===== src/rtl/lcd_cmd_issuer.sv =====
// Host-side initiator for the LCD_CTRL command interface: buffers upstream opcodes,
// issues them one at a time against the controller's busy/done handshake, and watches for hangs.
module lcd_cmd_issuer #(
    parameter int FIFO_DEPTH     = 16,
    parameter int TIMEOUT_CYCLES = 1000,
    parameter int CNT_W          = 8
) (
    input  logic             clk,
    input  logic             reset,
    input  logic [3:0]       in_cmd,
    input  logic             in_valid,
    output logic             in_ready,
    output logic [3:0]       cmd,
    output logic             cmd_valid,
    input  logic             busy,
    input  logic             done,
    output logic [CNT_W-1:0] issued_cnt,
    output logic             finished,
    output logic             timeout,
    output logic             illegal,
    output logic [2:0]       dbg_state_o
);

    // Handshakes: upstream push on in_valid & in_ready at a rising edge; the controller
    // gets a one-cycle cmd_valid strobe only while busy is low, then we wait busy high -> low.

    localparam int AW  = (FIFO_DEPTH > 1) ? $clog2(FIFO_DEPTH) : 1;
    localparam int WDW = $clog2(TIMEOUT_CYCLES + 1);
    localparam logic [AW:0]      PTR_ONE = (AW + 1)'(1);
    localparam logic [CNT_W-1:0] CNT_ONE = CNT_W'(1);
    localparam logic [WDW-1:0]   WD_ONE  = WDW'(1);
    localparam logic [WDW-1:0]   WD_LAST = WDW'(TIMEOUT_CYCLES - 1);

    typedef enum logic [2:0] {
        S_IDLE   = 3'd0,
        S_STROBE = 3'd1,
        S_BUSYW  = 3'd2,
        S_DRAIN  = 3'd3,
        S_WDONE  = 3'd4,
        S_FIN    = 3'd5,
        S_TOUT   = 3'd6
    } state_t;

    state_t           state_q;
    logic [3:0]       mem_q [FIFO_DEPTH];
    logic [AW:0]      wr_ptr_q, rd_ptr_q;
    logic [AW:0]      wr_ptr_d, rd_ptr_d;
    logic [3:0]       cmd_q;
    logic             cmd_valid_q;
    logic [CNT_W-1:0] issued_cnt_q;
    logic             finished_q, timeout_q, illegal_q, last_wr_q;
    logic [WDW-1:0]   wd_q;

    logic       fifo_empty, fifo_full, push;
    logic [3:0] head;
    logic       head_illegal, wd_expired;

    assign wr_ptr_d     = wr_ptr_q + PTR_ONE;
    assign rd_ptr_d     = rd_ptr_q + PTR_ONE;
    assign fifo_empty   = (wr_ptr_q == rd_ptr_q);
    // Extra pointer MSB distinguishes full from empty when the index bits match.
    assign fifo_full    = (wr_ptr_q[AW] != rd_ptr_q[AW]) &&
                          (wr_ptr_q[AW-1:0] == rd_ptr_q[AW-1:0]);
    assign head         = mem_q[rd_ptr_q[AW-1:0]];
    assign head_illegal = (head[3:2] == 2'b11);
    assign wd_expired   = (wd_q == WD_LAST);

    assign in_ready = !fifo_full && (state_q != S_FIN) && (state_q != S_TOUT);
    assign push     = in_valid && in_ready;

    assign cmd         = cmd_q;
    assign cmd_valid   = cmd_valid_q;
    assign issued_cnt  = issued_cnt_q;
    assign finished    = finished_q;
    assign timeout     = timeout_q;
    assign illegal     = illegal_q;
    assign dbg_state_o = state_q;

    always_ff @(posedge clk) begin
        if (push) begin
            mem_q[wr_ptr_q[AW-1:0]] <= in_cmd;
        end
    end

    always_ff @(posedge clk or negedge reset) begin
        if (!reset) begin
            state_q      <= S_IDLE;
            wr_ptr_q     <= '0;
            rd_ptr_q     <= '0;
            cmd_q        <= '0;
            cmd_valid_q  <= 1'b0;
            issued_cnt_q <= '0;
            finished_q   <= 1'b0;
            timeout_q    <= 1'b0;
            illegal_q    <= 1'b0;
            last_wr_q    <= 1'b0;
            wd_q         <= '0;
        end else begin
            if (push) begin
                wr_ptr_q <= wr_ptr_d;
            end
            case (state_q)
                S_IDLE: begin
                    if (!fifo_empty) begin
                        if (head_illegal) begin
                            rd_ptr_q  <= rd_ptr_d;
                            illegal_q <= 1'b1;
                        end else if (!busy) begin
                            rd_ptr_q    <= rd_ptr_d;
                            cmd_q       <= head;
                            cmd_valid_q <= 1'b1;
                            last_wr_q   <= (head == 4'h0);
                            if (issued_cnt_q != '1) begin
                                issued_cnt_q <= issued_cnt_q + CNT_ONE;
                            end
                            state_q <= S_STROBE;
                        end
                    end
                end
                S_STROBE: begin
                    cmd_valid_q <= 1'b0;
                    wd_q        <= '0;
                    state_q     <= S_BUSYW;
                end
                S_BUSYW: begin
                    if (busy) begin
                        wd_q    <= '0;
                        state_q <= S_DRAIN;
                    end else if (wd_expired) begin
                        timeout_q <= 1'b1;
                        state_q   <= S_TOUT;
                    end else begin
                        wd_q <= wd_q + WD_ONE;
                    end
                end
                S_DRAIN: begin
                    if (!busy) begin
                        wd_q    <= '0;
                        state_q <= last_wr_q ? S_WDONE : S_IDLE;
                    end else if (wd_expired) begin
                        timeout_q <= 1'b1;
                        state_q   <= S_TOUT;
                    end else begin
                        wd_q <= wd_q + WD_ONE;
                    end
                end
                S_WDONE: begin
                    if (done) begin
                        finished_q <= 1'b1;
                        state_q    <= S_FIN;
                    end else if (wd_expired) begin
                        timeout_q <= 1'b1;
                        state_q   <= S_TOUT;
                    end else begin
                        wd_q <= wd_q + WD_ONE;
                    end
                end
                S_FIN: begin
                    cmd_valid_q <= 1'b0;
                end
                S_TOUT: begin
                    cmd_valid_q <= 1'b0;
                    timeout_q   <= 1'b1;
                end
                default: begin
                    state_q <= S_IDLE;
                end
            endcase
        end
    end

endmodule


===== config.mk =====
export PLATFORM = sky130hd
export DESIGN_NAME = lcd_cmd_issuer
export DESIGN_NICKNAME = d
export VERILOG_FILES = /design/src/rtl/lcd_cmd_issuer.sv
export SDC_FILE = /design/constraint.sdc
export NUM_CORES = 1
export LEC_CHECK = 0
export BUFFER_PORTS_ARGS = -buffer_cell sky130_fd_sc_hd__buf_2
export CAP_MARGIN = 30
export CORE_MARGIN = 2
export CORE_UTILIZATION = 45
export CTS_CLUSTER_SIZE = 16
export DETAILED_ROUTE_END_ITERATION = 8
export PLACE_DENSITY = 0.72
export SYNTH_ARGS = -nofsm -noshare
export SYNTH_HDL_FRONTEND = slang
export SYNTH_SLANG_ARGS = --single-unit

===== constraint.sdc =====
create_clock -name clk -period 3.2 [get_ports clk]
set_input_delay 0.16 -clock clk [delete_from_list [all_inputs] [get_ports clk]]
set_output_delay 0.16 -clock clk [all_outputs]
set_load 0.01 [all_outputs]

[After elaboration in Yosys (flattened, before gate mapping)]
Memories as Yosys holds them, arrays and structs flattened.
Index checks and enable logic that the tools add are counted.
Cells by class
  $add $sub $neg: 4
  equal/unequal tests: 21
  muxes and demuxes: 27
  bitwise gates (word level): 4
  reduce and logical (&&, ||, !) cells: 21
Operators with widths (number)
  2-to-1 mux 10 bit: 4
  case mux 10 bit (4 select lines): 1
  2-to-1 mux 3 bit: 8
  case mux 3 bit (6 select lines): 1
  AND reduction 4 bit: 4
  inequality test 2 bit (second input constant): 6
  adder 10 x 1 -> 10 bit (second input constant): 1
  adder 5 x 1 -> 5 bit (second input constant): 2
  equality test 10 bit (second input constant): 1
  2-to-1 mux 5 bit: 2
  equality test 3 bit (second input constant): 3
  2-to-1 mux 1 bit: 9
  adder 8 x 1 -> 8 bit (second input constant): 1
  inequality test 8 bit (second input constant): 1
  nonzero test 4 bit: 2
  equality test 3 x 2 -> 1 bit (second input constant): 2
  inequality test 3 bit (second input constant): 2
  AND reduction 3 bit: 2
  equality test 5 bit: 1
  AND reduction 5 bit: 1
  equality test 4 bit: 1
  logical AND 1 bit: 4
  logical NOT 4 bit: 1
  NOT 1 bit: 4
  other kinds (12): 13
Word-level totals
  flip-flop bits (word level): 40
  RAM bits: 64
  bits of input ports: 9
  output and inout bits: 20
  logic and storage cells: 89
  memories: 1
Memory list
  mem_q: depth 16, bits a word 4, rd ports 1, clocked after memory_dff 0, wr ports 1, RTL line 45  | logic [3:0] mem_q [FIFO_DEPTH];

[Depth between registers and ports, before layout]
  depth after elaboration: 8
  mapped depth: 8
  depth with buffers taken out: 7

[Worst setup path after synthesis]
OpenSTA, ideal clock, no wires.
  path type: flip-flop to flip-flop
  from: register rd_ptr_q[0]
  to: register cmd_q[0] (netlist: cmd[0])
  library setup time: 0.127 ns
  arrival time: 2.185 ns
  required time: 3.073 ns
  setup slack: 0.887 ns
  stages on the path, launching flop included: 6
  path buffers: 2
  clock period less this slack: 2.313 ns
  cell sequence: dfrtp_1 clkbuf_1 buf_2 mux4_2 mux4_2 mux2_1
Between the ends
  word-level cells in the longest chain between the ends: 4
  elaborated cells between the ends (all ways): 6
  those cells by class: eq/ne: 2; bitwise: 2; reduce/logical: 1; memory: 1
Ends and longest elaborated chain
  from (decl): RTL line 46  | logic [AW:0] wr_ptr_q, rd_ptr_q;
  from (signal assigned): RTL line 106  | rd_ptr_q <= rd_ptr_d;
  from (signal assigned): RTL line 109  | rd_ptr_q <= rd_ptr_d;
  memory read (16 x 4 bit)
  equality test 2 bit: RTL line 65  | assign head_illegal = (head[3:2] == 2'b11);
  NOT 1 bit (no line)
  AND reduction 4 bit (no line)
  to (signal assigned): RTL line 90  | cmd_q <= '0;
  to (signal assigned): RTL line 110  | cmd_q <= head;
  to (decl): RTL line 48  | logic [3:0] cmd_q;
Parallel ways exist; a longest one is shown, timed or not.
A chain may end at the register's enable or synchronous reset.

[Final worst setup path]
  from: register rd_ptr_q[1]
  to: register issued_cnt_q[7] (netlist: issued_cnt[7])
Between the ends
  word-level cells in the longest chain between the ends: 4
  elaborated cells between the ends (all ways): 6
  those cells by class: eq/ne: 2; bitwise: 2; reduce/logical: 1; memory: 1
Ends and longest elaborated chain
  memory read (16 x 4 bit)
  equality test 2 bit: RTL line 65
  NOT 1 bit (no line)
  AND reduction 5 bit (no line) *
  to (signal assigned): RTL line 114  | issued_cnt_q <= issued_cnt_q + CNT_ONE;
  to (decl): RTL line 50  | logic [CNT_W-1:0] issued_cnt_q;
Every way passes the cells marked *; elsewhere a longest branch is shown, timed or not.

==> metrics.txt <==
CTS Buf Count 9; commonest cells in the synthesized netlist 64 x edfxtp_1, 40 x dfrtp_1, 32 x nor2_1, 22 x nand2_1, 18 x mux4_2; Worst R2R Setup Slack 560 ps; I/O Buffers 28; Avg Cell Area, Syn 14.13 um^2; fin util 50.42%; total vias in the final route 2,701; sequential area share after synthesis 62.69%; I/O pin cnt 29; Core Box Area 10,180 um^2; RSZ-0062 raised after global routing no; Worst Tran Pin Value 886.9 ps; crit path max fanout 16; n_diodes 0; hold buffers post-CTS 1; clock buffer depth 2; Synth top area share 41.22%; Leakage 1.915 nW; CP peak stage delay 510 ps; Iteration-0 DRC Markers 147; first-pass GRT wire length 13,850 um; TritonCTS clock tree done; type of the worst setup path reg2reg; Seq cells post-synth 104; Chip Width 105.8 um; hold_ws 84.40 ps; HPWL Detailed 5951 um; share of layout cells above drive strength 1 20.00%; number of global-route vias before repair 2,709; M1 WL 3622 um; period utilization 82.60%; Routed WL per cell 16.69 um; Synth Instances 330; total grt overflow 0; clk slew on worst S/H paths 100 ps; placed inst area 4945 um^2; VDD IR max 0.0004151 V; full die area 11,190 um^2; Post-Syn Nets 346; fmax 0.3784 GHz; PostCTS Resize Cnt 0; crit path DAT 2900 ps; Pwr Total 4.170 mW; routed vias/inst 5.391; WL final 8363 um; die height 105.8 um; number of flops mapped to enable cells by yosys 64; Final Critical Period 2643 ps; GP Congestion 0.7823; drt pass-1 iters 4; Final WS setup 557.0 ps; Ys Warns 0; most common cell in the netlist edfxtp_1; Worst Clk Skew 11.60 ps; pwr dens 812.1 nW/um^2; Setup violations, final 0; max-slew violations 0; leading area contributor after synthesis edfxtp_1; Synth cell types 51; total track usage 16.32%; Clock Latency Late Sink 370 ps; Syn Std Cell Area 4662 um^2; Final Hold Viols 0; WL met2 4058 um; worst slack, placed 568.3 ps; crit-path cells buf_12 > mux4_2 > mux2_2 > or3b_1 > nand4_2 > nor3_1 > mux2_1; max cap viols 0; # rows 37; CP Capture Type flip-flop; fin area 5135 um^2; post-CTS setup buffer count 0; DR WL met3 539 um; Placed Cells 484; initial antenna violation count 0; Sink Count 104; pin count of the biggest net entering global routing 41; Primary FF master, synth edfxtp_1; Slew HR 40.88%; Crit-path slowest cell mux4_2; CTS H-tree depth 3; clock root cell clkbuf_8; setup TNS 0 ps; fin cells 501; critical path required time 3460 ps; Layout area overhead 10.14%; Synth area leaders edfxtp_1 41%, dfrtp_1 21%, mux4_2 8.7%; ys async rst share 38.46%; Initial Util 45.77%; Critical Path Start Type flip-flop; DR DRC count 0; status finished, final reports clean; DRT antenna net count 0; nets 376; DR top layer met4; Hold WC Path Type in2reg
-- power breakdown --
| part | total, mW | switching, mW | internal [mW] | leakage, nW |
|---|---|---|---|---|
| combinational | 1.43 | 0.736 | 0.689 | 0.747 |
| sequential | 1.99 | 0.304 | 1.69 | 1.08 |
| clock | 0.755 | 0.458 | 0.297 | 0.0907 |
-- cells by family (layout without fill, tap and decap cells) --
kind of cell | count (synthesis) | count (layout) | share of synthesized area [%]
simple gates | 104 | 104 | 11.19
mux | 31 | 31 | 11.70
compound gates | 33 | 33 | 5.073
fa+ha+maj | 7 | 7 | 1.879
xor+xnor | 27 | 27 | 5.072
flops | 104 | 104 | 62.69
buf+inv | 24 | 59 | 2.389
-- metal layers --
layer / GRT usage (%) / vias up
li1: - / 1286
met3: 5.009 / 14
met5: 0 / -
met4: 5.451 / 0
met2: 26.45 / 65
met1: 21.00 / 1336
-- cells in the final DEF (no fill, tap or decap), drive strengths merged, types with 4 or more instances in the layout --
master / n
nor3: 14
nand3: 8
mux2i: 5
xnor2: 11
a21oi: 5
a211oi: 5
nand2b: 6
mux2: 8
xor2: 16
mux4: 18
clkbuf: 10
inv: 12
buf: 33
dfrtp: 40
nor2: 32
ha: 7
edfxtp: 64
nand2: 22
nand4: 4
o21ai: 7
-- state kept, by name, summed over array words and instances, names as in the netlist --
signal,count
wr_ptr_q,5
issued_cnt,8
cmd_valid,1
dbg_state_o,3
last_wr_q,1
illegal,1
rd_ptr_q,5
mem_q,64
cmd,4
wd_q,10
finished,1
timeout,1
-- area by class of cell --
type | count | area (um^2)
clock buffer | 10 | 127.6
clock inverter | 6 | 52.55
fill | 882 | 5050
inverter | 9 | 33.78
multi-input combinational | 202 | 1628
sequential | 104 | 2923
tap | 136 | 170.2
timing repair buffer | 34 | 200.2
-- final timing paths --
path,from,cells past startpoint,endpoint
setup / recovery,rd_ptr_q[1],7,issued_cnt[7]
hold / removal,done,2,finished
setup reg to reg,rd_ptr_q[1],7,issued_cnt[7]
hold reg to reg,finished,1,finished
max in group asynchronous,reset,2,wd_q[6]
min in group asynchronous,reset,2,wd_q[7]
-- critical path: cells and delay by family, from the launching register on --
| kind | cells | cell delay [ps] |
|---|---|---|
| flip-flops | 1 | 480 |
| AND/OR/NAND/NOR | 3 | 710 |
| multiplexers | 3 | 1130 |
| buffers and inverters | 1 | 200 |
Power figures use the tool's default switching activity.
